### src/rtl/parity_pkg.sv
// parity_pkg
// Shared types and constants for the serial parity transmitter.
//   tx_state_t  : frame sequencer states (IDLE, SHIFT, PARITY)
//   PARITY_EVEN : accumulator seed for even parity
//   PARITY_ODD  : accumulator seed for odd parity
package parity_pkg;

    typedef enum logic [1:0] {
        IDLE   = 2'd0,
        SHIFT  = 2'd1,
        PARITY = 2'd2
    } tx_state_t;

    localparam logic PARITY_EVEN = 1'b0;
    localparam logic PARITY_ODD  = 1'b1;

endpackage

### src/rtl/parity_accum.sv
// parity_accum
// One-bit serial XOR accumulator.
// Ports:
//   clk    : system clock
//   rst    : synchronous active-high reset (clears the accumulator)
//   load   : load init into the accumulator (has priority over en)
//   init   : seed value; selects even/odd parity
//   en     : fold din into the accumulator this edge
//   din    : serial data bit
//   parity : current accumulator value
module parity_accum (
    input  logic clk,
    input  logic rst,
    input  logic load,
    input  logic init,
    input  logic en,
    input  logic din,
    output logic parity
);

    logic acc_reg;

    always_ff @(posedge clk) begin
        if (rst) begin
            acc_reg <= 1'b0;
        end else if (load) begin
            acc_reg <= init;
        end else if (en) begin
            acc_reg <= acc_reg ^ din;
        end
    end

    assign parity = acc_reg;

endmodule

### src/rtl/parity_serial_tx.sv
// parity_serial_tx
// Bit-serial frame transmitter: accepts a WIDTH-bit word on a valid/ready
// handshake, shifts it out LSB first (one bit per bit_en strobe) and
// appends a parity bit. Frame length is WIDTH+1 bit periods.
// Ports:
//   clk        : system clock
//   rst        : synchronous active-high reset
//   in_data    : word to transmit, sampled on accept
//   in_valid   : producer has a word
//   in_ready   : high while idle (decoded from state)
//   bit_en     : bit-period strobe
//   ser_out    : serial data, idles high
//   ser_valid  : high while a data or parity bit is on ser_out
//   parity_out : parity of the last completed frame
//   done       : one-cycle pulse after the parity bit period
module parity_serial_tx
    import parity_pkg::*;
#(
    parameter int WIDTH      = 8,
    parameter int ODD_PARITY = 0
) (
    input  logic             clk,
    input  logic             rst,
    input  logic [WIDTH-1:0] in_data,
    input  logic             in_valid,
    output logic             in_ready,
    input  logic             bit_en,
    output logic             ser_out,
    output logic             ser_valid,
    output logic             parity_out,
    output logic             done
);

    localparam int CNT_W = (WIDTH > 1) ? $clog2(WIDTH) : 1;
    localparam logic [CNT_W-1:0] LAST_CNT = CNT_W'(WIDTH - 1);
    localparam logic PARITY_SEED = (ODD_PARITY != 0) ? PARITY_ODD : PARITY_EVEN;

    tx_state_t        state_reg, state_next;
    logic [CNT_W-1:0] cnt_reg, cnt_next;
    logic [WIDTH-1:0] sreg_reg, sreg_next;
    logic             ser_out_reg, ser_out_next;
    logic             ser_valid_reg, ser_valid_next;
    logic             parity_out_reg, parity_out_next;
    logic             done_reg, done_next;

    logic             acc_load;
    logic             acc_en;
    logic             acc_parity;

    // The accumulator also folds in the last data bit, so during PARITY it
    // already holds the finished parity bit.
    parity_accum u_accum (
        .clk    (clk),
        .rst    (rst),
        .load   (acc_load),
        .init   (PARITY_SEED),
        .en     (acc_en),
        .din    (sreg_reg[0]),
        .parity (acc_parity)
    );

    always_ff @(posedge clk) begin
        if (rst) begin
            state_reg      <= IDLE;
            cnt_reg        <= '0;
            sreg_reg       <= '0;
            ser_out_reg    <= 1'b1;
            ser_valid_reg  <= 1'b0;
            parity_out_reg <= 1'b0;
            done_reg       <= 1'b0;
        end else begin
            state_reg      <= state_next;
            cnt_reg        <= cnt_next;
            sreg_reg       <= sreg_next;
            ser_out_reg    <= ser_out_next;
            ser_valid_reg  <= ser_valid_next;
            parity_out_reg <= parity_out_next;
            done_reg       <= done_next;
        end
    end

    // ser_out is registered, so every transition loads the value that must
    // be visible in the following cycle (the next bit, not the current one).
    always_comb begin
        state_next      = state_reg;
        cnt_next        = cnt_reg;
        sreg_next       = sreg_reg;
        ser_out_next    = ser_out_reg;
        ser_valid_next  = ser_valid_reg;
        parity_out_next = parity_out_reg;
        done_next       = 1'b0;
        acc_load        = 1'b0;
        acc_en          = 1'b0;

        case (state_reg)
            IDLE: begin
                if (in_valid) begin
                    sreg_next      = in_data;
                    cnt_next       = '0;
                    acc_load       = 1'b1;
                    ser_out_next   = in_data[0];
                    ser_valid_next = 1'b1;
                    state_next     = SHIFT;
                end
            end
            SHIFT: begin
                if (bit_en) begin
                    acc_en    = 1'b1;
                    sreg_next = sreg_reg >> 1;
                    if (cnt_reg == LAST_CNT) begin
                        cnt_next     = '0;
                        ser_out_next = acc_parity ^ sreg_reg[0];
                        state_next   = PARITY;
                    end else begin
                        cnt_next     = cnt_reg + CNT_W'(1);
                        ser_out_next = sreg_reg[1];
                    end
                end
            end
            PARITY: begin
                if (bit_en) begin
                    parity_out_next = acc_parity;
                    done_next       = 1'b1;
                    ser_out_next    = 1'b1;
                    ser_valid_next  = 1'b0;
                    state_next      = IDLE;
                end
            end
            default: begin
                state_next = IDLE;
            end
        endcase
    end

    assign in_ready   = (state_reg == IDLE);
    assign ser_out    = ser_out_reg;
    assign ser_valid  = ser_valid_reg;
    assign parity_out = parity_out_reg;
    assign done       = done_reg;

endmodule
### config.mk
export PLATFORM = sky130hd
export DESIGN_NAME = parity_serial_tx
export DESIGN_NICKNAME = d
export VERILOG_FILES = /design/src/rtl/parity_pkg.sv /design/src/rtl/parity_accum.sv /design/src/rtl/parity_serial_tx.sv
export SDC_FILE = /design/constraint.sdc
export NUM_CORES = 1
export LEC_CHECK = 0
export BUFFER_PORTS_ARGS = -buffer_cell sky130_fd_sc_hd__buf_2
export CORE_MARGIN = 5
export CORE_UTILIZATION = 49
export DETAILED_ROUTE_END_ITERATION = 16
export GPL_TIMING_DRIVEN = 0
export PLACE_DENSITY = 0.73
export SLEW_MARGIN = 20
export SYNTH_ARGS = -nofsm -noshare
export SYNTH_HDL_FRONTEND = slang
export SYNTH_SLANG_ARGS = --single-unit
### constraint.sdc
create_clock -name clk -period 1.45 [get_ports clk]
set_input_delay 0.2175 -clock clk [delete_from_list [all_inputs] [get_ports clk]]
set_output_delay 0.2175 -clock clk [all_outputs]
set_load 0.05 [all_outputs]
==> impl_metrics.env, run 1 <==
export IMPL_ios=17
export IMPL_min_period_ns=1.54
export IMPL_fin_hold_ws_ns=0.197
export IMPL_met1_usage_pct=20.5
export IMPL_viasPerCell=6.04
export IMPL_core_area_mm2=0.00200
export IMPL_violations="negative setup slack"
export IMPL_dr_pass1_iters=4
export IMPL_gr_usage_all_layers_pct=17.4
export IMPL_clock_sinks=18
export IMPL_end_kind="register"
export IMPL_power_w=0.00136
export IMPL_ys_seq_elements=18
export IMPL_synth_edff_count=0
export IMPL_finalInstanceArea_mm2=0.00146
export IMPL_postCtsHoldBufs=0
export IMPL_max_freq_ghz=0.651
export IMPL_power_density_mw_per_mm2=935
export IMPL_drtIter0Drc=32
export IMPL_cts_buffers=3
export IMPL_drcViolationCount=0
export IMPL_critPathBufInv=2
export IMPL_start_util_pct=52.9
export IMPL_utilization_pct=72.7
export IMPL_areaGrowthSynthToFinish_pct=37.3
export IMPL_gp_congestion=0.741
export IMPL_required_ns=1.63
export IMPL_grt_pass1_wl_mm=4.52
export IMPL_die_x_um=56.5
export IMPL_post_route_period_util_pct=106
export IMPL_cp_max_fo=6
export IMPL_die_area_mm2=0.00319
export IMPL_setup_violations=9
export IMPL_htree_levels=1
export IMPL_drv_slew=0
export IMPL_syn_nets=137
export IMPL_gr_usage_met3_pct=2.29
export IMPL_overflow=0
export IMPL_fill_cells=158
export IMPL_worstPathCellList="inv_4 > ha_4 > bufbuf_16 > mux2_2 > nor4_2 > nor3_1"
export IMPL_synth_cell_type_count=39
export IMPL_hp_class="input port to register"
export IMPL_syn_avg_cell_area_um2=8.91
export IMPL_timing_slew_headroom_pct=67.2
export IMPL_antenna_found_initial=0
export IMPL_final_net_count=162
export IMPL_wl_per_cell_um=16.6
export IMPL_via_count=1027
export IMPL_diodes=0
export IMPL_finalHoldViolCount=0
export IMPL_seq_area_frac_synth_pct=34.0
export IMPL_regArea_um2=368
export IMPL_wl_mm=2.82
export IMPL_top_usage_layer="met2"
export IMPL_worst_ir_drop_vdd_v=0.000641
export IMPL_insertion_delay_ns=0.31
export IMPL_grt_pass1_vias=1009
export IMPL_finClkSkew_ns=0.00617
export IMPL_multi_input_area_um2=766
export IMPL_ys_flop_type="dfxtp_1"
export IMPL_synth_async_reset_ratio_pct=0
export IMPL_layout_common_cells="18 x buf_2, 16 x dfxtp_1, 9 x nor3_1"
export IMPL_clockRootBuffer="clkbuf_4"
export IMPL_hpwl_mm=1.79
export IMPL_largest_reg_flops=8
export IMPL_die_h_um=56.5
export IMPL_clkTransAtPathRegs_ns=0.12
export IMPL_setup_worst_path_class="register to register"
export IMPL_syn_area_mm2=0.00106
export IMPL_status="finished with violations"
export IMPL_worstMarginPinSlew_ns=0.492
export IMPL_rows=16
export IMPL_cp_arrival_ns=1.72
export IMPL_critPathSlowestCell="dfxtp_4"
export IMPL_final_common_cell="buf_2"
export IMPL_timing_setup_tns_ns=-0.383
export IMPL_finalWorstSetupSlack_ns=-0.0852
export IMPL_placed_area_mm2=0.00124
export IMPL_ant_nets=0
export IMPL_startpoint_type="register"
export IMPL_drive_above_1_share_pct=45.5
export IMPL_numPortBuffers=15
export IMPL_syn_inst=119
export IMPL_critPathMaxStageDelay_ns=0.37
export IMPL_cts_path_max_buffers=2
export IMPL_maxCapViolCount=0
export IMPL_yosys_warnings=0
export IMPL_grt_max_degree=11
export IMPL_cp_top_family="flip-flops"
export IMPL_tritoncts="yes"
export IMPL_met2_usage_pct=32.0
export IMPL_p_leak_nw=0.551
export IMPL_rsz0062_at_grt="true"
==> worst paths after layout <==
kind	from	to	slack, ns	cells past startpoint
setup / recovery	state_reg[1]$_SDFFE_PP0P_	sreg_reg[2]$_SDFFE_PP0P_	-0.09	6
hold / removal	in_data[7]	sreg_reg[7]$_SDFFE_PP0P_	0.20	3
setup reg to reg	state_reg[1]$_SDFFE_PP0P_	sreg_reg[2]$_SDFFE_PP0P_	-0.09	6
hold reg to reg	parity_out$_SDFFE_PP0P_	parity_out$_SDFFE_PP0P_	0.47	2
==> synthesized netlist by cell type (2+ instances only) <==
cell	number	area share, %
o31ai_1	4	2.8
nor3_1	10	4.7
ha_1	6	7.1
inv_1	5	1.8
nor2b_1	2	1.2
nand3_1	4	1.9
nand4_1	3	1.8
a31oi_1	9	5.3
dfxtp_1	18	34
buf_6	3	3.2
mux2_2	6	6.4
buf_2	5	2.4
a21oi_1	5	2.4
nor4_1	7	4.1
nand2_1	5	1.8
nor3b_1	2	1.4
nand2b_1	3	1.8
==> worst min-delay path, stage by stage <==
cell and delay (ns):
buf_2 0.10, nand4b_1 0.08, a21oi_1 0.07
==> routing by layer <==
metal / vias to the layer above / wire length, um
met1: 492 / 1290
met5: - / 0
met4: 0 / 38
met3: 6 / 132
li1: 493 / -
met2: 36 / 1360
==> stage by stage <==
stage                     worst slack (ns)  std cells
after floorplan                   -0.00975        119
after detailed placement            -0.166        161
after CTS                          -0.0832        170
final                              -0.0852        170
after global placement              -0.122        161
after global routing                -0.122        170
==> area by class of cell <==
cell class,count,share of cell area (%)
multi-input cells,85,52.6
flip-flops and latches,18,25.3
repair buffers,20,9.46
plain buffers,11,6.19
clock buffers,4,2.49
well taps,27,2.32
inverters,5,1.63
==> cells by family after synthesis <==
group           share of synthesized area [%]
flops                                    34.0
compound gates                           17.7
xor+xnor                                 1.65
fa+ha+maj                                7.08
mux                                      7.44
buf+inv                                  8.74
simple gates                             23.4
==> repair_timing <==
action                                  in CTS  in global routing
endpoints found under the setup margin      11                 14
gates resized for setup                     13                 15
cloned                                       2                  0
buffers inserted                             3                  0
pin swaps                                    7                  4
==> power breakdown <==
group	internal [W]	switching (W)	total [W]	leakage [nW]
Sequential	0.000535	0.0000307	0.000566	0.149
Clock	0.000153	0.000180	0.000333	0.0210
Combinational	0.000226	0.000236	0.000462	0.381
Total	0.000915	0.000446	0.00136	0.551
(Power assumes the default switching activity.)
==> inputs of run 2 (changes only) <==
Settings changed: CORE_UTILIZATION 49 to 54, PLACE_DENSITY 0.73 to 0.77.
Clock period 1.45 ns to 1.57 ns, I/O delays scaled along.
==> impl_metrics.env, run 2 (synthesized netlist as in run 1, its figures left out) <==
export IMPL_layout_common_cells="21 x buf_2, 16 x dfxtp_1, 10 x nor3_1"
export IMPL_cp_top_family="flip-flops"
export IMPL_max_freq_ghz=0.626
export IMPL_clkPwrFrac_pct=24.2
export IMPL_min_period_ns=1.60
export IMPL_rows=16
export IMPL_insertion_delay_ns=0.30
export IMPL_areaGrowthSynthToFinish_pct=28.3
export IMPL_required_ns=1.75
export IMPL_violations="negative setup slack"
export IMPL_worstPathCellList="inv_4 > ha_4 > buf_8 > buf_4 > mux2_4 > nor4_1 > nor3_1"
export IMPL_startpoint_type="register"
export IMPL_placed_area_mm2=0.00118
export IMPL_ios=17
export IMPL_finalHoldViolCount=0
export IMPL_die_h_um=54.3
export IMPL_place_ws_ns=-0.0913
export IMPL_cts_buffers=3
export IMPL_p_leak_nw=0.536
export IMPL_start_util_pct=55.1
export IMPL_rsz0062_at_grt="true"
export IMPL_gr_usage_all_layers_pct=20.1
export IMPL_clkTransAtPathRegs_ns=0.11
export IMPL_finalWorstSetupSlack_ns=-0.0272
export IMPL_finClkSkew_ns=0.00793
export IMPL_final_net_count=162
export IMPL_post_route_period_util_pct=102
export IMPL_grt_max_degree=11
export IMPL_drtIter0Drc=22
export IMPL_die_area_mm2=0.00295
export IMPL_ant_nets=0
export IMPL_dr_pass1_iters=4
export IMPL_drcViolationCount=0
export IMPL_p_seq_share_pct=43.0
export IMPL_switchingPower_w=0.000402
export IMPL_switching_share_pct=33.0
export IMPL_overflow=0
export IMPL_maxCapViolCount=0
export IMPL_end_kind="register"
export IMPL_worst_ir_drop_vdd_v=0.000595
export IMPL_drive_above_1_share_pct=38.5
export IMPL_tritoncts="yes"
export IMPL_critPathMaxStageDelay_ns=0.37
export IMPL_grt_pass1_vias=945
export IMPL_grt_pass1_wl_mm=4.29
export IMPL_cts_path_max_buffers=2
export IMPL_fill_cells=155
export IMPL_wl_per_cell_um=17.3
export IMPL_gp_congestion=0.820
export IMPL_htree_levels=1
export IMPL_drv_slew=0
export IMPL_setup_worst_path_class="register to register"
export IMPL_antenna_found_initial=0
export IMPL_worstMarginPinSlew_ns=0.469
export IMPL_wl_mm=2.94
export IMPL_via_count=1041
export IMPL_clockRootBuffer="clkbuf_4"
export IMPL_die_x_um=54.3
export IMPL_combPwrFrac_pct=32.8
export IMPL_core_area_mm2=0.00192
export IMPL_timing_slew_headroom_pct=68.7
export IMPL_utilization_pct=70.8
export IMPL_critPathSlowestCell="dfxtp_2"
export IMPL_power_density_mw_per_mm2=897
export IMPL_cp_max_fo=8
export IMPL_diodes=0
export IMPL_critPathBufInv=3
export IMPL_numPortBuffers=15
export IMPL_finalInstanceArea_mm2=0.00136
export IMPL_setup_violations=2
export IMPL_cp_arrival_ns=1.77
export IMPL_internal_power_w=0.000818
export IMPL_largest_reg_flops=8
export IMPL_hp_class="input port to register"
export IMPL_final_common_cell="buf_2"
export IMPL_status="finished with violations"
export IMPL_clock_sinks=18
export IMPL_viasPerCell=6.12
export IMPL_hpwl_mm=1.87
[run 2: tightest hold or removal path, stage by stage]
cell      delay [ns]
buf_2           0.10
nand4b_1        0.09
a21oi_1         0.06
[run 2: layer usage]
| layer | vias to the layer above | GRT usage (%) | wire length [um] |
|---|---|---|---|
| li1 | 491 | - | - |
| met1 | 495 | 23.0 | 1200 |
| met2 | 45 | 35.3 | 1470 |
| met3 | 10 | 4.63 | 165 |
| met4 | 0 | 9.13 | 98 |
| met5 | - | 0 | 0 |
[run 2: power groups by stage]
stage	Sequential [W]	Combinational, W	Clock, W
finish	0.000525	0.000400	0.000296
global route	0.000527	0.000424	0.000319
CTS	0.000522	0.000341	0.000297
detailed placement	0.000530	0.000320	0
global placement	0.000526	0.000309	0
floorplan	0.000545	0.000229	0
[run 2: repair_timing]
item,in CTS,in global routing
hold buffers,0,0
gates cloned,0,1
pin swaps,0,5
endpoints found under the setup margin,11,11
buffers inserted,1,3
resized for setup,11,12
[run 2: final timing paths]
kind,from,end,slack (ns),depth (start not counted)
setup / recovery,state_reg[1]$_SDFFE_PP0P_,sreg_reg[0]$_SDFFE_PP0P_,-0.03,7
hold / removal,in_data[7],sreg_reg[7]$_SDFFE_PP0P_,0.22,3
setup reg to reg,state_reg[1]$_SDFFE_PP0P_,sreg_reg[0]$_SDFFE_PP0P_,-0.03,7
hold reg to reg,parity_out$_SDFFE_PP0P_,parity_out$_SDFFE_PP0P_,0.46,2
[run 2: final cells by class]
class	count	area [um2]	share of cell area (%)
buffer	11	77.6	5.70
clock buffer	4	36.3	2.67
inverter	5	21.3	1.56
multi-input combinational	85	716	52.6
sequential	18	365	26.9
tap	27	33.8	2.48
timing repair buffer	20	110	8.10
[run 2: stage by stage]
| stage | cells | power [W] | TNS (ns) | hold WS, ns |
|---|---|---|---|---|
| 2_1_floorplan | 119 | 0.000775 | 0 | 0.337 |
| 3_3_place_gp | 161 | 0.000835 | -0.0633 | 0.442 |
| 3_5_place_dp | 161 | 0.000850 | -0.621 | 0.449 |
| 4_1_cts | 166 | 0.00116 | 0 | 0.209 |
| 5_1_grt | 170 | 0.00127 | -0.203 | 0.215 |
| 6_report | 170 | 0.00122 | -0.0274 | 0.218 |
==> inputs of run 3 (changes only) <==
Settings changed: SETUP_SLACK_MARGIN from default to 0.4.
==> impl_metrics.env, run 3 (synthesized netlist as in run 1, its figures left out) <==
export IMPL_status="finished clean"
export IMPL_via_count=1068
export IMPL_postCtsHoldBufs=0
export IMPL_worstPathCellList="inv_4 > ha_4 > buf_8 > nor2b_4 > buf_4 > o31ai_1 > a21oi_1"
export IMPL_r2r_start="state_reg[0]$_SDFFE_PP0P_"
export IMPL_die_x_um=54.3
export IMPL_layout_common_cells="16 x dfxtp_1, 13 x buf_2, 10 x nor3_1"
export IMPL_hp_class="input port to register"
export IMPL_drcViolationCount=0
export IMPL_htree_levels=1
export IMPL_critPathSlowestCell="dfxtp_4"
export IMPL_finalHoldViolCount=0
export IMPL_die_h_um=54.3
export IMPL_core_area_mm2=0.00192
export IMPL_setup_violations=0
export IMPL_wl_mm=3.45
export IMPL_grt_pass1_wl_mm=4.80
export IMPL_final_net_count=167
export IMPL_areaGrowthSynthToFinish_pct=53.1
export IMPL_diodes=0
export IMPL_worstMarginPinSlew_ns=0.524
export IMPL_gr_usage_all_layers_pct=23.0
export IMPL_setup_worst_path_class="register to register"
export IMPL_worstHoldStart="in_data[7]"
export IMPL_reg2reg_depth=7
export IMPL_power_density_mw_per_mm2=855
export IMPL_cp_max_fo=6
export IMPL_die_area_mm2=0.00295
export IMPL_startpoint_type="register"
export IMPL_rsz0062_at_grt="true"
export IMPL_maxCapViolCount=0
export IMPL_start_util_pct=55.1
export IMPL_cts_buffers=3
export IMPL_startpoint="state_reg[0]$_SDFFE_PP0P_"
export IMPL_largest_reg_flops=8
export IMPL_worst_ir_drop_vdd_v=0.000782
export IMPL_fin_hold_ws_ns=0.218
export IMPL_max_freq_ghz=0.643
export IMPL_gp_congestion=0.766
export IMPL_clockRootBuffer="clkbuf_4"
export IMPL_drive_above_1_share_pct=48.0
export IMPL_wl_per_cell_um=19.7
export IMPL_end_kind="register"
export IMPL_dr_pass1_iters=4
export IMPL_drv_slew=0
export IMPL_cts_path_max_buffers=2
export IMPL_post_route_period_util_pct=99.0
export IMPL_clkTransAtPathRegs_ns=0.12
export IMPL_final_common_cell="dfxtp_1"
export IMPL_grt_max_degree=11
export IMPL_r2r_setup_slack_ns=0.02
export IMPL_numPortBuffers=15
export IMPL_hold_end="sreg_reg[7]$_SDFFE_PP0P_"
export IMPL_viasPerCell=6.10
export IMPL_tritoncts="yes"
export IMPL_finClkSkew_ns=0.00756
export IMPL_overflow=0
export IMPL_p_leak_nw=0.614
export IMPL_critPathMaxStageDelay_ns=0.40
export IMPL_timing_slew_headroom_pct=65.1
export IMPL_drtIter0Drc=28
export IMPL_ant_nets=0
export IMPL_regToRegEndpoint="cnt_reg[0]$_SDFFE_PP0P_"
export IMPL_rows=16
export IMPL_utilization_pct=84.4
export IMPL_clock_sinks=18
export IMPL_hpwl_mm=1.86
export IMPL_antenna_found_initial=0
export IMPL_grt_pass1_vias=984
export IMPL_ios=17
export IMPL_min_period_ns=1.55
export IMPL_cp_arrival_ns=1.76
export IMPL_required_ns=1.77
export IMPL_whs_path_depth=3
export IMPL_insertion_delay_ns=0.33
run 3: cell count changes in the layout (fill, tap and decap cells not counted), moves of 2 or more:
cell | before | now
buf_8 | 1 | 3
nor2b_2 | 0 | 2
nor4_4 | 2 | 4
nor4_1 | 2 | 0
buf_4 | 5 | 7
buf_12 | 0 | 4
o31ai_1 | 4 | 2
buf_6 | 2 | 4
nor2b_1 | 2 | 0
buf_2 | 21 | 13
run 3: worst max path at each step:
stage | depth (start not counted) | to | slack, ns
finish | 7 | cnt_reg[0]$_SDFFE_PP0P_ | 0.02
global route | 7 | cnt_reg[0]$_SDFFE_PP0P_ | -0.02
CTS | 7 | sreg_reg[2]$_SDFFE_PP0P_ | 0.06
detailed placement | 6 | sreg_reg[2]$_SDFFE_PP0P_ | -0.04
global placement | 6 | cnt_reg[0]$_SDFFE_PP0P_ | 0.006
floorplan | 7 | cnt_reg[1]$_SDFFE_PP0P_ | 0.12
run 3: final cells by class:
cell class                 instances  area (um2)
sequential                        18         368
clock buffer                       4        36.3
buffer                            11         105
tap                               27        33.8
fill                             125         299
inverter                           5        23.8
multi-input combinational         85         806
timing repair buffer              25         250
run 3: layer usage:
layer	GRT usage [%]	vias to the layer above	part of all wire, %
li1	-	505	-
met4	13.3	0	3.1
met1	27.8	510	40
met3	2.72	12	4.5
met5	0	-	0
met2	38.8	41	52
run 3: repair_timing:
item                       4_1_cts  5_1_grt
setup endpoints to repair       18       21
resized for setup               24       19
cloned                           1        1
pin swaps                       10        5
buffers inserted                 5        3
run 3: power by group:
part	switching [W]	internal [W]	leakage [nW]
combinational	0.000262	0.000279	0.444
clock	0.000178	0.000142	0.0210
sequential	0.0000318	0.000495	0.149
total	0.000471	0.000916	0.614
run 3: through the flow:
stage,total power (W),area (um2),worst slack [ns],TNS [ns],std cells
floorplan,0.000807,1140,0.122,0,119
global placement,0.000869,1250,0.00561,0,161
detailed placement,0.000882,1250,-0.0421,-0.142,161
CTS,0.00127,1450,0.0617,0,171
global route,0.00144,1620,-0.0215,-0.0215,175
finish,0.00139,1620,0.0159,0,175
run 3: worst max-delay path, delay by kind of cell (launching register included):
family | cells | cell delay, ns
AOI/OAI and AO/OA | 2 | 0.40
adders and majority gates | 1 | 0.16
buffers and inverters | 3 | 0.33
DFF | 1 | 0.40
and+or+nand+nor | 1 | 0.14
